===== src/rtl/vce_pkg.sv =====
// Shared VCE types: CRAM words, addresses and the CPU access FSM.
// Imported by the colour RAM arbiter and its bench.
package vce_pkg;

  localparam int CRAM_DEPTH = 512;

  typedef logic [8:0] color_t;
  typedef logic [8:0] cram_addr_t;

  typedef enum logic [1:0] {
    C_IDLE,
    C_PEND,
    C_RDATA,
    C_DONE
  } cpu_state_t;

endpackage


===== src/rtl/vce_cram_arbiter_if.sv =====
// CPU MMIO colour-table port: request/busy/ack handshake.
// The master issues requests; the arbiter is the slave.
interface vce_cram_arbiter_if #(
  parameter int ADDR_W = 9,
  parameter int DATA_W = 9
);

  logic              cpu_req;
  logic              cpu_we;
  logic [ADDR_W-1:0] cpu_addr;
  logic [DATA_W-1:0] cpu_wdata;
  logic              cpu_busy;
  logic              cpu_ack;
  logic [DATA_W-1:0] cpu_rdata;
  logic              cpu_overrun;

  modport master (
    output cpu_req,
    output cpu_we,
    output cpu_addr,
    output cpu_wdata,
    input  cpu_busy,
    input  cpu_ack,
    input  cpu_rdata,
    input  cpu_overrun
  );

  modport slave (
    input  cpu_req,
    input  cpu_we,
    input  cpu_addr,
    input  cpu_wdata,
    output cpu_busy,
    output cpu_ack,
    output cpu_rdata,
    output cpu_overrun
  );

endinterface


===== src/rtl/vce_cram_arbiter.sv =====
// Single-port CRAM scheduler: pixel palette fetch has priority,
// a bounded-wait CPU access may steal a pixel slot (colour repeats).
module vce_cram_arbiter
  import vce_pkg::*;
#(
  parameter int ADDR_W   = 9,
  parameter int DATA_W   = 9,
  parameter int MAX_WAIT = 3
) (
  input  logic              clock,
  input  logic              reset,
  input  logic              pix_req,
  input  logic [ADDR_W-1:0] pix_addr,
  output logic              pix_valid,
  output logic [DATA_W-1:0] pix_data,
  output logic              pix_artifact,
  vce_cram_arbiter_if.slave cpu,
  output logic [ADDR_W-1:0] ram_addr,
  output logic              ram_we,
  output logic [DATA_W-1:0] ram_wdata,
  input  logic [DATA_W-1:0] ram_rdata
);

  localparam int WCW =
    (MAX_WAIT > 0) ? $clog2(MAX_WAIT + 1) : 1;
  localparam logic [WCW-1:0] WMAX = WCW'(MAX_WAIT);

  cpu_state_t        state;
  cpu_state_t        state_nxt;
  logic [WCW-1:0]    wait_cnt;
  logic              lat_we;
  logic [ADDR_W-1:0] lat_addr;
  logic [DATA_W-1:0] lat_wdata;
  logic              grant_cpu;
  logic              p1_valid;
  logic              p1_stolen;

  // CPU wins an idle slot, or any slot once it has waited long enough
  assign grant_cpu = (state == C_PEND) &&
                     (!pix_req || wait_cnt == WMAX);

  always_ff @(posedge clock) begin
    if (reset) state <= C_IDLE;
    else       state <= state_nxt;
  end

  always_comb begin
    state_nxt = state;
    unique case (state)
      C_IDLE:  if (cpu.cpu_req) state_nxt = C_PEND;
      C_PEND:  if (grant_cpu)
                 state_nxt = lat_we ? C_DONE : C_RDATA;
      C_RDATA: state_nxt = C_DONE;
      C_DONE:  state_nxt = C_IDLE;
      default: state_nxt = C_IDLE;
    endcase
  end

  always_comb begin
    cpu.cpu_busy = (state != C_IDLE);
    cpu.cpu_ack  = (state == C_DONE);
    ram_addr     = grant_cpu ? lat_addr : pix_addr;
    ram_we       = grant_cpu && lat_we;
    ram_wdata    = lat_wdata;
  end

  always_ff @(posedge clock) begin
    if (reset) begin
      wait_cnt        <= '0;
      lat_we          <= 1'b0;
      lat_addr        <= '0;
      lat_wdata       <= '0;
      cpu.cpu_rdata   <= '0;
      cpu.cpu_overrun <= 1'b0;
    end else begin
      if (state == C_IDLE && cpu.cpu_req) begin
        lat_we    <= cpu.cpu_we;
        lat_addr  <= cpu.cpu_addr;
        lat_wdata <= cpu.cpu_wdata;
        wait_cnt  <= '0;
      end
      if (state == C_PEND && !grant_cpu && wait_cnt != WMAX)
        wait_cnt <= wait_cnt + WCW'(1);
      if (state == C_RDATA)
        cpu.cpu_rdata <= ram_rdata;
      if (state != C_IDLE && cpu.cpu_req)
        cpu.cpu_overrun <= 1'b1;
    end
  end

  // Two-stage pixel pipe; a stolen slot holds the last colour
  always_ff @(posedge clock) begin
    if (reset) begin
      p1_valid     <= 1'b0;
      p1_stolen    <= 1'b0;
      pix_valid    <= 1'b0;
      pix_artifact <= 1'b0;
      pix_data     <= '0;
    end else begin
      p1_valid     <= pix_req;
      p1_stolen    <= pix_req && grant_cpu;
      pix_valid    <= p1_valid;
      pix_artifact <= p1_stolen;
      if (p1_valid && !p1_stolen)
        pix_data <= ram_rdata;
    end
  end

endmodule


===== src/flat_wrapper.sv =====
// flat-port wrapper written by rule: the top's interface ports become plain ports
module vce_cram_arbiter_flat import vce_pkg::*;
#(
  parameter int ADDR_W   = 9,
  parameter int DATA_W   = 9,
  parameter int MAX_WAIT = 3
)
  (clock, reset, pix_req, pix_addr, pix_valid, pix_data, pix_artifact, ram_addr, ram_we, ram_wdata, ram_rdata, cpu_cpu_req, cpu_cpu_we, cpu_cpu_addr, cpu_cpu_wdata, cpu_cpu_busy, cpu_cpu_ack, cpu_cpu_rdata, cpu_cpu_overrun);
  vce_cram_arbiter_if #(.ADDR_W(ADDR_W), .DATA_W(DATA_W)) cpu_i ();
  input  logic clock;
  input  logic reset;
  input  logic pix_req;
  input  logic [ADDR_W-1:0] pix_addr;
  output logic pix_valid;
  output logic [DATA_W-1:0] pix_data;
  output logic pix_artifact;
  output logic [ADDR_W-1:0] ram_addr;
  output logic ram_we;
  output logic [DATA_W-1:0] ram_wdata;
  input  logic [DATA_W-1:0] ram_rdata;
  input wire logic [$bits(cpu_i.cpu_req)-1:0] cpu_cpu_req;
  input wire logic [$bits(cpu_i.cpu_we)-1:0] cpu_cpu_we;
  input wire logic [$bits(cpu_i.cpu_addr)-1:0] cpu_cpu_addr;
  input wire logic [$bits(cpu_i.cpu_wdata)-1:0] cpu_cpu_wdata;
  output wire logic [$bits(cpu_i.cpu_busy)-1:0] cpu_cpu_busy;
  output wire logic [$bits(cpu_i.cpu_ack)-1:0] cpu_cpu_ack;
  output wire logic [$bits(cpu_i.cpu_rdata)-1:0] cpu_cpu_rdata;
  output wire logic [$bits(cpu_i.cpu_overrun)-1:0] cpu_cpu_overrun;
  assign cpu_i.cpu_req = cpu_cpu_req;
  assign cpu_i.cpu_we = cpu_cpu_we;
  assign cpu_i.cpu_addr = cpu_cpu_addr;
  assign cpu_i.cpu_wdata = cpu_cpu_wdata;
  assign cpu_cpu_busy = cpu_i.cpu_busy;
  assign cpu_cpu_ack = cpu_i.cpu_ack;
  assign cpu_cpu_rdata = cpu_i.cpu_rdata;
  assign cpu_cpu_overrun = cpu_i.cpu_overrun;
  vce_cram_arbiter #(.ADDR_W(ADDR_W), .DATA_W(DATA_W), .MAX_WAIT(MAX_WAIT)) u_core (.clock(clock), .reset(reset), .pix_req(pix_req), .pix_addr(pix_addr), .pix_valid(pix_valid), .pix_data(pix_data), .pix_artifact(pix_artifact), .cpu(cpu_i), .ram_addr(ram_addr), .ram_we(ram_we), .ram_wdata(ram_wdata), .ram_rdata(ram_rdata));
endmodule

===== config.mk =====
export PLATFORM = sky130hd
export DESIGN_NAME = vce_cram_arbiter_flat
export DESIGN_NICKNAME = d
export VERILOG_FILES = /design/src/rtl/vce_pkg.sv /design/src/rtl/vce_cram_arbiter_if.sv /design/src/rtl/vce_cram_arbiter.sv /design/src/flat_wrapper.sv
export SDC_FILE = /design/constraint.sdc
export NUM_CORES = 1
export LEC_CHECK = 0
export CAP_MARGIN = 25
export CORE_MARGIN = 3
export CORE_UTILIZATION = 45
export CTS_CLUSTER_DIAMETER = 60
export DETAILED_ROUTE_END_ITERATION = 16
export GPL_TIMING_DRIVEN = 1
export PLACE_DENSITY = 0.84
export SYNTH_ARGS = -nofsm -noshare
export SYNTH_HDL_FRONTEND = slang
export SYNTH_SLANG_ARGS = --single-unit

===== constraint.sdc =====
create_clock -name clock -period 3.5 [get_ports clock]
set_input_delay 1.05 -clock clock [delete_from_list [all_inputs] [get_ports clock]]
set_output_delay 1.05 -clock clock [all_outputs]
set_load 0.02 [all_outputs]

==> summary.md <==
| Metric | Value |
|---|---|
| Worst EP arrival | `2.07 ns` |
| Main flop type after synthesis | `dfxtp_1` |
| Die width | `70.95 um` |
| 1st-pass router iterations | `4` |
| Worst skew pair latency | `between 0.2 and 0.3 ns` |
| Area after DPL | `0.002728 mm^2` |
| Slew @ Worst Pin | `0.7616 ns` |
| Initial Util | `49.25%` |
| CTS H-tree depth | `2` |
| Final WL | `4563 um` |
| Max incr delay on CP | `around 0.40 ns` |
| Critical path origin | `pix_addr[1]` |
| Register share of total power | `approximately two fifths` |
| YS warnings | `0` |
| Worst hold start | `u_core.pix_data[3]` |
| Seq/Total Area, Yosys | `between 40% and 50%` |
| Total leakage power | `1.101 nW` |
| Antenna Diode Count | `0` |
| WL per Instance | `13.50 um` |
| Vias per cell | `4.876` |
| Final Max Tran Viols | `0` |
| Power per cell area | `587.7 mW/mm^2` |
| Period utilisation layout | `89.14%` |
| Setup_tns | `0 ns` |
| Int Power | `1.116 mW` |
| Final setup margin | `0.3800 ns` |
| Peak supply drop | `0.0003316 V` |
| Sink Count | `46` |
| Crit Path Class | `input port to primary output` |
| Final setup vio count | `0` |
| Via count | `1648` |
| Layout net count | `336` |
| HPWL after detailed placement | `3346 um` |
| GP Congestion | `0.6984` |
| FF-to-FF path depth | `5` |
| CTS tree | `yes` |
| CP endpoint kind | `primary output` |
| Initial DRC Count | `roughly 110` |
| Global-route usage over all layers | `between 10% and 20%` |
| Mean area per synthesized cell | `approximately 9.1 um^2` |
| Die height | `70.95 um` |
| Total CTS buffers | `5` |
| Worst slack, placed | `-0.3036 ns` |
| Max_cap viols | `0` |
| # rows | `22` |
| WP buf/inv | `2` |
| R2R Path End | `u_core.state[0]` |
| Design area | `0.002851 mm^2` |
| Global-route wire length before repair | `about 7400 um` |
| Share of cells above drive strength 1 | `roughly 14%` |
| Hold Buf Count CTS | `0` |
| Syn Nets | `approximately 250` |
| Io pins | `83` |
| Post-CTS Setup Inserts | `0` |
| Switching part of the total power | `roughly a third` |
| Clk pwr share | `between 20% and 30%` |
| Remaining Overflow, GRT | `0` |
| Hold Path Class | `flop to flop` |
| Clock Tree Root | `clkbuf_8` |
| Synthesized cell area | `between 0.0015 and 0.002 mm^2` |
| Most frequent cells in the layout | `clkdlybuf4s50_1 (70), nand2_1 (48), dfxtp_1 (46)` |
| Psw | `0.5601 mW` |
| Initial antenna violation count | `0` |
| CTS clk-pin slew, worst paths | `0.08 ns` |
| Skew final | `0.008312 ns` |
| F_max | `320.5 MHz` |
| RSZ-0062 raised after global routing | `false` |
| Layout fillers | `around 290` |
| Status | `complete, no violations` |
| WHS Endpoint | `u_core.pix_data[3]` |
| Hold WS | `between 0.4 and 0.5 ns` |
| P&R area growth vs syn | `50.23%` |
| Hold Path Cell Cnt | `2` |
| Crit-path max FO | `1` |
| Post-synth EDFFs | `0` |
| Die area | `0.005033 mm^2` |
| Final hold violations | `0` |
| Vias in the first global route | `1610` |
| Final min period | `3.120 ns` |
| CP required | `2.45 ns` |
| Unique cell type count in the Yosys netlist | `27` |
| IO buf count | `82` |
| Commonest non-fill, non-tap cell in the layout | `clkdlybuf4s50_1` |
| Antenna viol nets, final | `0` |
| DRC Markers | `0` |
| Worst R2R Start | `u_core.state[0]` |
| Clk buf depth | `2` |
| Slew headroom | `49.10%` |
| Largest net degree at the start of global routing | `28` |
| Core box area | `0.003854 mm^2` |
| Cells along the critical path | `clkdlybuf4s50_1 -> mux2_1 -> dlygate4sd2_1` |
| Seq cells post-synth | `46` |
| Async set or reset register ratio after synthesis | `0%` |
| Top delay family on crit path | `buffers and inverters` |
| Syn Inst Count | `~210` |
| Comb pwr share | `37.6%` |
| CP startpoint kind | `input port` |
| CP max-delay cell | `clkdlybuf4s50_1` |
| R2R Setup Slk | `1.60 ns` |
through the flow:
step	instances	utilization, %	power [mW]
after global routing	338	73.99	1.770
after CTS	338	73.86	1.688
after global placement	330	70.78	1.285
after floorplan	208	-	1.067
after detailed placement	330	70.78	1.301
final	338	73.99	1.676
cell type report:
| type | instances | area, um^2 | share of cell area (%) |
|---|---|---|---|
| multi-input combinational | 148 | 908.4 | 31.86 |
| tap | 48 | 60.06 | 2.106 |
| inverter | 3 | 11.26 | 0.3949 |
| sequential | 46 | 920.9 | 32.29 |
| timing repair buffer | 86 | 838.3 | 29.40 |
| clock inverter | 1 | 30.03 | 1.053 |
| clock buffer | 6 | 82.58 | 2.896 |
timing repair:
action                     4_1_cts  5_1_grt
setup endpoints to repair       10        9
resized for setup               12        3
hold endpoints to repair         0        0
cloned                           1        0
pin swaps                        1        0
registers in the layout, summed over array words and instances (netlist names):
register                count
u_core.lat_we               1
u_core.pix_artifact         1
u_core.cpu.cpu_overrun      1
u_core.pix_valid            1
u_core.p1_valid             1
u_core.state                2
u_core.pix_data             9
u_core.p1_stolen            1
u_core.lat_addr             9
u_core.wait_cnt             2
u_core.cpu.cpu_rdata        9
u_core.ram_wdata            9
power groups by stage:
stage               clock [mW]  combinational [mW]  sequential (mW)
finish                   0.396               0.631            0.649
global placement             0               0.626            0.659
detailed placement           0               0.640            0.661
floorplan                    0               0.359            0.708
global route             0.427               0.684            0.659
CTS                      0.401               0.637            0.650
cell usage after synthesis, drive strengths merged, types with 3 or more instances:
master / number / area (um^2)
clkbuf: 3 / 11.26
mux2i: 9 / 90.09
nor2b: 4 / 25.02
ha: 5 / 62.56
dfxtp: 46 / 920.9
buf: 9 / 65.06
nor2: 12 / 45.04
a21oi: 32 / 197.7
mux2: 9 / 101.3
inv: 3 / 11.26
nand2b: 5 / 31.28
nand2: 59 / 249.0
nand3: 3 / 15.01
worst reg2reg max path, stage by stage, from the launching register on:
cell	delay, ns
dfxtp_1	0.41
inv_1	0.11
ha_1	0.29
nand2_1	0.60
a2111oi_2	0.15
or2_1	0.24
logic make-up (layout without fill, tap and decap cells):
family	after synthesis	after routing	synth area share (%)
AO/OA/AOI/OAI	35	35	12.06
adder cells (fa/ha/maj)	5	5	3.296
buffers and inverters	15	96	4.614
flip-flops	46	46	48.52
multiplexers	18	18	10.09
AND/OR/NAND/NOR	89	90	21.42
worst max-delay path by stage:
stage	endpoint	slack, ns	depth (start not counted)
2_1_floorplan	ram_addr[1]	0.73	3
4_1_cts	ram_addr[2]	0.003	5
3_5_place_dp	ram_addr[4]	-0.30	5
5_1_grt	ram_addr[3]	0.33	5
6_report	ram_addr[1]	0.38	3
3_3_place_gp	ram_addr[7]	-0.25	5
routing by layer:
layer | GRT usage, % | wire [um] | vias to the layer above
met2 | 30.38 | 2295 | 41
met5 | 0 | 0 | -
met4 | 7.516 | 84 | 0
met1 | 22.91 | 1954 | 758
met3 | 4.972 | 229 | 7
li1 | - | - | 842
No activity file was read; power rests on OpenSTA's default activity.
